## src/rtl/ysyx_25040105_ifu.sv

```systemverilog
`timescale 1ns/1ps
// ysyx_25040105_ifu: instruction fetch unit; owns the PC, fetches words from imem, hands them to the IDU.
// Ports:
//   i_clk, i_rst_n                      clock, synchronous active-low reset
//   o_imem_req_valid/i_imem_req_ready   fetch request handshake, o_imem_req_addr = pc
//   i_imem_resp_valid/_data/_err        fetch response (never back-pressured)
//   o_inst_valid/i_inst_ready           instruction handshake toward IDU, o_inst/o_inst_pc payload
//   i_redirect_valid/i_redirect_pc      one-cycle PC redirect from EXU
//   o_fetch_err                         sticky fault flag, fetch halted until reset
module ysyx_25040105_ifu #(
    parameter logic [31:0] RESET_PC = 32'h8000_0000,
    parameter logic [31:0] PC_STEP  = 32'd4
) (
    input  logic        i_clk,
    input  logic        i_rst_n,
    output logic        o_imem_req_valid,
    input  logic        i_imem_req_ready,
    output logic [31:0] o_imem_req_addr,
    input  logic        i_imem_resp_valid,
    input  logic [31:0] i_imem_resp_data,
    input  logic        i_imem_resp_err,
    output logic        o_inst_valid,
    input  logic        i_inst_ready,
    output logic [31:0] o_inst,
    output logic [31:0] o_inst_pc,
    input  logic        i_redirect_valid,
    input  logic [31:0] i_redirect_pc,
    output logic        o_fetch_err
);
    typedef enum logic [1:0] {S_REQ, S_WAIT, S_HOLD, S_ERR} state_t;
    state_t      r_state, w_state_nxt;
    logic [31:0] r_pc, w_pc_nxt, r_inst, w_inst_nxt, r_inst_pc, w_inst_pc_nxt;
    logic        r_flush, w_flush_nxt, w_hs, w_redir;
    assign w_hs    = (r_state == S_REQ) && i_imem_req_ready;
    assign w_redir = i_redirect_valid && (r_state != S_ERR);
    always_comb begin
        w_state_nxt   = r_state;
        w_pc_nxt      = r_pc;
        w_flush_nxt   = r_flush;
        w_inst_nxt    = r_inst;
        w_inst_pc_nxt = r_inst_pc;
        case (r_state)
            S_REQ:  if (i_imem_req_ready) w_state_nxt = S_WAIT;
            S_WAIT: if (i_imem_resp_valid) begin
                if (r_flush) begin
                    w_flush_nxt = 1'b0;
                    w_state_nxt = S_REQ;
                end else if (i_imem_resp_err) begin
                    w_state_nxt = S_ERR;
                end else begin
                    w_inst_nxt    = i_imem_resp_data;
                    w_inst_pc_nxt = r_pc;
                    w_state_nxt   = S_HOLD;
                end
            end
            S_HOLD: if (i_inst_ready) begin
                w_pc_nxt    = r_pc + PC_STEP;
                w_state_nxt = S_REQ;
            end
            default: ;
        endcase
        // A redirect overrides every sequential decision above. If a fetch is
        // (or just became) outstanding, its response must be swallowed via flush.
        if (w_redir) begin
            if (i_redirect_pc[1:0] != 2'b00) begin
                w_pc_nxt    = r_pc;
                w_state_nxt = S_ERR;
            end else begin
                w_pc_nxt    = i_redirect_pc;
                w_flush_nxt = 1'b0;
                w_state_nxt = S_REQ;
                if (w_hs || (r_state == S_WAIT && !i_imem_resp_valid)) begin
                    w_flush_nxt = 1'b1;
                    w_state_nxt = S_WAIT;
                end
            end
        end
    end
    always_ff @(posedge i_clk) begin
        if (!i_rst_n) begin
            r_state   <= S_REQ;
            r_pc      <= RESET_PC;
            r_flush   <= 1'b0;
            r_inst    <= 32'h0;
            r_inst_pc <= 32'h0;
        end else begin
            r_state   <= w_state_nxt;
            r_pc      <= w_pc_nxt;
            r_flush   <= w_flush_nxt;
            r_inst    <= w_inst_nxt;
            r_inst_pc <= w_inst_pc_nxt;
        end
    end
    assign o_imem_req_valid = (r_state == S_REQ);
    assign o_imem_req_addr  = r_pc;
    assign o_inst_valid     = (r_state == S_HOLD);
    assign o_inst           = r_inst;
    assign o_inst_pc        = r_inst_pc;
    assign o_fetch_err      = (r_state == S_ERR);
endmodule

```

## config.mk

```make
export PLATFORM = sky130hd
export DESIGN_NAME = ysyx_25040105_ifu
export DESIGN_NICKNAME = d
export VERILOG_FILES = /design/src/rtl/ysyx_25040105_ifu.sv
export SDC_FILE = /design/constraint.sdc
export NUM_CORES = 1
export LEC_CHECK = 0
export ABC_AREA = 1
export CAP_MARGIN = 20
export CELL_PAD_IN_SITES_DETAIL_PLACEMENT = 0
export CELL_PAD_IN_SITES_GLOBAL_PLACEMENT = 1
export CORE_MARGIN = 3
export CORE_UTILIZATION = 33
export DETAILED_ROUTE_END_ITERATION = 10
export GPL_ROUTABILITY_DRIVEN = 0
export PLACE_DENSITY = 0.88
export SETUP_SLACK_MARGIN = 0.02
export SYNTH_ARGS = -nofsm -noshare
export SYNTH_HDL_FRONTEND = slang
export SYNTH_SLANG_ARGS = --single-unit
```

## constraint.sdc

```tcl
create_clock -name i_clk -period 2.1 [get_ports i_clk]
set_input_delay 0.525 -clock i_clk [delete_from_list [all_inputs] [get_ports i_clk]]
set_output_delay 0.525 -clock i_clk [all_outputs]
set_load 0.02 [all_outputs]
```

==> results of run 1 <==
## synth_stat cells (all sizes together)
library cell / number
clkbuf: 13
ha: 1
nand2: 151
or2: 1
and3: 1
dfxtp: 99
o211ai: 1
buf: 22
inv: 46
a211oi: 1
nand3: 39
nor2: 168
nand4: 3
nor3: 8
o21ai: 92
o31ai: 1
clkinv: 2
a21oi: 55
a31oi: 2
xnor2: 2
## sequential cells by signal, indices dropped and copies added, names as in the netlist
signal           flops
o_inst              32
o_inst_pc           32
r_flush              1
o_imem_req_addr     32
r_state              2
## cells in the final DEF (no fill, tap or decap), types with 2 or more instances in the layout
| cell type | synthesis | routed |
|---|---|---|
| nor3_1 | 7 | 7 |
| xnor2_1 | 2 | 2 |
| inv_1 | 42 | 42 |
| bufinv_16 | 0 | 2 |
| clkbuf_16 | 0 | 9 |
| nand2_4 | 2 | 2 |
| nor2_2 | 6 | 6 |
| a21oi_1 | 46 | 46 |
| o21ai_1 | 4 | 4 |
| nand2_2 | 12 | 12 |
| dlygate4sd2_1 | 0 | 2 |
| nor2_1 | 160 | 160 |
| a21oi_2 | 9 | 9 |
| nand4_1 | 2 | 2 |
| inv_2 | 3 | 3 |
| dfxtp_2 | 0 | 2 |
| a31oi_1 | 2 | 2 |
| clkdlybuf4s50_1 | 0 | 166 |
| nand3_1 | 37 | 37 |
| nand2_1 | 137 | 137 |
| o21ai_0 | 88 | 88 |
| nand3_2 | 2 | 2 |
| buf_4 | 4 | 20 |
| buf_12 | 0 | 4 |
| dfxtp_1 | 99 | 97 |
| nor2_4 | 2 | 2 |
## routing by layer
layer | vias up | wire, um
li1 | 2628 | -
met4 | 0 | 237
met3 | 14 | 915
met5 | - | 0
met2 | 172 | 6550
met1 | 2225 | 7660
## worst min path at each step
stage | endpoint | slack [ns] | from | cells after the start
after floorplan | r_flush | 0.46 | r_flush | 2
after CTS | o_imem_req_addr[0] | 0.47 | o_imem_req_addr[0] | 2
after global routing | o_imem_req_addr[1] | 0.49 | o_imem_req_addr[1] | 2
after detailed placement | o_imem_req_addr[0] | 0.46 | o_imem_req_addr[0] | 2
after global placement | o_imem_req_addr[0] | 0.46 | o_imem_req_addr[0] | 2
final | o_imem_req_addr[0] | 0.47 | o_imem_req_addr[0] | 2
## power by group through the flow
stage,Sequential [mW],Clock [mW],Combinational [mW]
2_1_floorplan,2.28,0,0.446
4_1_cts,2.10,1.88,1.12
6_report,2.10,1.84,1.11
3_5_place_dp,2.15,0,1.12
5_1_grt,2.12,1.95,1.21
3_3_place_gp,2.14,0,1.12
## cell families (layout without fill, tap and decap cells)
| logic type | count (synthesis) | in the layout |
|---|---|---|
| and+or+nand+nor | 371 | 371 |
| DFF | 99 | 99 |
| xor gates and xnor gates | 2 | 2 |
| AOI/OAI and AO/OA | 152 | 152 |
| buffers and inverters | 83 | 257 |
| adders and majority gates | 1 | 1 |
## worst max-delay path, delay by kind of cell (launching register included)
kind	cells	cell delay (ns)
buffers and inverters	1	0.62
AND/OR/NAND/NOR	1	0.15
flip-flops	1	0.37
## area by class of cell
class | instances | share of cell area (%)
tap | 180 | 3.20
sequential | 99 | 28.2
timing repair buffer | 193 | 27.2
clock inverter | 5 | 1.21
inverter | 48 | 2.62
clock buffer | 11 | 3.45
multi-input combinational | 526 | 34.1
## metrics by stage
stage | area [um2] | instances | hold WS [ns]
floorplan | 4750 | 708 | 0.462
global placement | 6700 | 1046 | 0.459
detailed placement | 6700 | 1046 | 0.457
CTS | 7030 | 1062 | 0.470
global route | 7030 | 1062 | 0.491
finish | 7030 | 1062 | 0.467
## timing repair
action	CTS	global route
hold buffers	0	0
gates resized for setup	3	1
buffers inserted	0	0
setup endpoints to repair	2	1
==> flow_summary.ini, run 1 <==
[floorplan]
initial_core_util_pct = 34.0
die-area_um2 = 15900
coreArea_um2 = 14000
num_rows = 43
die_w_um = 126
die_y_um = 126
boundaryPins = 170

[cts]
clk_latency_ns = 0.35
cts_tree = done
clkTransAtPathRegs_ns = 0.07
h-tree-depth = 3
numCtsBuffers = 9
clock_sinks = 99
cts_root_buf = clkbuf_16
clk_path_buf_depth = 2

[global_route]
met1_usage_pct = 27.6
track_usage_pct = 19.0
use_met3_pct = 3.44
gr-usage-met2_pct = 28.1
overflow = 0
grt_max_degree = 50
grt_pass1_wl_mm = 24.1
grt.busiest_layer = met2
antenna_found_initial = 0
grt_pass1_vias = 4505

[power_and_ir_drop]
p_per_area_nw_per_um2 = 720
combPwrFrac_pct = 22.0
ir_worst_vdd_mv = 0.458
p_seq_share_pct = 41.6
p_int_mw = 3.61
power_switching_mw = 1.45
finalPower_mw = 5.06
swShare_pct = 28.7
clockPowerShare_pct = 36.4
cellLeakagePower_nw = 2.54

[final_layout]
antenna_cells = 0
syn2layout_area_growth_pct = 47.9
post-route-util_pct = 50.3
fill_cells = 1454
multi_input_area_um2 = 2390
final_nets = 949
drive_above_1_share_pct = 9.41
seq_area_um2 = 1980

[routing]
drtIter0Drc = 238
drc_errors = 0
wire_per_inst_um = 14.5
finalWirelength_mm = 15.4
drtPass1Iterations = 5
vias = 5039
ant_nets = 0
viasPerCell = 4.74

[yosys]
synth_nets = 780
synth.largest_area_cell = dfxtp_1
synthSimpleGateAreaFrac_pct = 32.8
synth_compound_area_share_pct = 16.9
synthCells = 708
yosys.area.top_type_share_pct = 41.7
synth.area.top_cells = dfxtp_1 (42%), nor2_1 (13%), nand2_1 (11%)
yosysWarningCount = 0
synth_top_family_by_area = simple AND/OR/NAND/NOR gates
synth_fa_ha_area_share_pct = 0.263
synth-xor-area-share_pct = 0.368
ys_seq_area_share_pct = 41.7
synthMuxAreaShare_pct = 0
avgSynthCellArea_um2 = 6.72
ys_types = 36
synth_area_um2 = 4750
yosys_register_bits = 99

[sta]
rsz0062_at_grt = false
setup-tns-final_ns = 0
fmax_mhz = 497
fin_crit_ns = 2.01
finClkSkew_ns = 0.00859
slew_viol_final = 0
postLayoutSetupSlackWorst_ns = 0.0862
setup_violations = 0
tightestPinTransition_ns = 0.464
hold_viol = 0
slew_headroom_pct = 68.9
fin_crit_sh_pct = 95.9

[worst_setup_path]
r2r-start = o_imem_req_addr[2]
cp.required_ns = 1.57
rr_worst_depth = 10
startpoint_type = flip-flop
crit_path_start = r_state[0]
critPathMaxStageDelay_ns = 0.62
endpoint = o_imem_req_valid
r2r_slack_ns = 0.37
cp.arrival_ns = 1.49
crit_slowest_cell = clkdlybuf4s50_1
worstPathMaxFanout = 6
worstReg2RegEnd = o_imem_req_addr[20]
criticalPathCategory = reg2out
path_cells = nor2_1, clkdlybuf4s50_1
cp-end-kind = output pin

[flow_run]
max_cap_viol_count = 0

[run_status]
outcome = completed

[place]
portBuffers = 169
dpl.hpwl_mm = 11.7
dp_slack_ns = 0.0417

[hold_path]
hp-class = reg2reg
No activity file was read; power rests on OpenSTA's default activity.
==> run 2: changes to the inputs <==
--- a/config.mk
+++ b/config.mk
@@ -9,6 +9,7 @@
 export CAP_MARGIN = 20
 export CELL_PAD_IN_SITES_DETAIL_PLACEMENT = 0
 export CELL_PAD_IN_SITES_GLOBAL_PLACEMENT = 1
+export CORE_ASPECT_RATIO = 0.9
 export CORE_MARGIN = 3
 export CORE_UTILIZATION = 33
 export DETAILED_ROUTE_END_ITERATION = 10
==> flow_summary.ini, run 2 (synthesis results as in run 1) <==
[run_status]
outcome = completed

[sta]
fmax_mhz = 496
postLayoutSetupSlackWorst_ns = 0.0849
fin_crit_sh_pct = 96.0
hold_viol = 0
tightestPinTransition_ns = 0.624
setup-tns-final_ns = 0
setup_violations = 0
slew_viol_final = 0
slew_headroom_pct = 58.4
fin_crit_ns = 2.02
holdWs_ns = 0.459
rsz0062_at_grt = false
finClkSkew_ns = 0.0102

[cts]
cts_tree = done
ctsHoldBuffers = 0
clkTransAtPathRegs_ns = 0.07
h-tree-depth = 3
post_cts_buffers = 0
cts_root_buf = clkbuf_16
clock_sinks = 99
numCtsBuffers = 9
clk_latency_ns = 0.35
clk_path_buf_depth = 2

[worst_setup_path]
crit_family = buffers and inverters
cp.arrival_ns = 1.49
crit_slowest_cell = clkdlybuf4s50_1
worst-path-buf-inv = 1
worstPathMaxFanout = 7
cp.required_ns = 1.57
startpoint_type = flip-flop
criticalPathCategory = reg2out
cp-end-kind = output pin
path_cells = clkdlybuf4s50_1
critPathMaxStageDelay_ns = 0.66

[routing]
ant_nets = 0
drtPass1Iterations = 6
drc_errors = 0
vias = 5047
wire_per_inst_um = 14.5
viasPerCell = 4.73
drtIter0Drc = 277
finalWirelength_mm = 15.5

[final_layout]
antenna_cells = 0
final_common_cell = clkdlybuf4s50_1
drive_above_1_share_pct = 9.12
syn2layout_area_growth_pct = 47.1
fill_cells = 1432
final_cell_mix = clkdlybuf4s50_1 (164), nor2_1 (160), nand2_1 (137)
final_cell_count_no_fill = 1066
final_nets = 945

[floorplan]
num_rows = 40
die_y_um = 120
die_w_um = 133
coreArea_um2 = 13700
boundaryPins = 170
die-area_um2 = 15900
initial_core_util_pct = 34.7

[place]
dpl.cell_count = 1051
dp_slack_ns = 0.0511
dpl.hpwl_mm = 11.7
portBuffers = 169

[global_route]
grt_pass1_wl_mm = 25.1
track_usage_pct = 19.6
grt_max_degree = 74
overflow = 0
antenna_found_initial = 0
grt_pass1_vias = 4783

[power_and_ir_drop]
cellLeakagePower_nw = 2.55
p_per_area_nw_per_um2 = 686
ir_worst_vdd_mv = 0.412

[flow_run]
max_cap_viol_count = 0

[hold_path]
hp-class = reg2reg
[run 2: area by class of cell]
class	instances	area, um2	share of cell area (%)
multi-input combinational	526	2390	34.3
inverter	48	184	2.63
tap	189	236	3.38
clock buffer	10	239	3.42
clock inverter	5	37.5	0.537
sequential	99	1990	28.4
timing repair buffer	189	1910	27.4
[run 2: path summary, 6_finish.rpt]
path	startpoint	slack, ns	cells past startpoint	endpoint
max	o_imem_req_addr[18]	0.08	1	o_imem_req_addr[18]
min	o_imem_req_addr[0]	0.46	2	o_imem_req_addr[0]
max reg2reg	o_imem_req_addr[2]	0.19	10	o_imem_req_addr[20]
min reg2reg	o_imem_req_addr[0]	0.46	2	o_imem_req_addr[0]
[run 2: repair_timing]
| action | CTS | global route |
|---|---|---|
| setup endpoints to repair | 2 | 4 |
| gates cloned | 0 | 0 |
| gates resized for setup | 3 | 4 |
[run 2: power by group]
part | leakage [nW] | switching (mW) | internal [mW]
Clock | 0.131 | 0.739 | 0.836
Sequential | 0.806 | 0.103 | 2.00
Combinational | 1.61 | 0.595 | 0.520
[run 2: layer usage]
metal  track usage, %  routed length [um]  up-vias
li1                 -                   -     2609
met1             27.5                7510     2265
met2             30.1                6750      167
met3             5.62                1120        6
met4             3.70                  96        0
met5                0                   0        -
[run 2: metrics by stage]
step	power [mW]	cell area (um2)	utilization (%)
after global placement	3.27	6710	48.9
after global routing	5.05	6990	51.0
after floorplan	2.72	4750	-
after detailed placement	3.27	6710	48.9
after CTS	4.86	6980	50.9
final	4.80	6990	51.0
==> run 3: changes to the inputs <==
--- a/config.mk
+++ b/config.mk
@@ -6,7 +6,6 @@
 export NUM_CORES = 1
 export LEC_CHECK = 0
 export ABC_AREA = 1
-export CAP_MARGIN = 20
 export CELL_PAD_IN_SITES_DETAIL_PLACEMENT = 0
 export CELL_PAD_IN_SITES_GLOBAL_PLACEMENT = 1
 export CORE_ASPECT_RATIO = 0.9
==> results of run 3 <==
Final layout, timing and power as in run 2 (identical DEF).
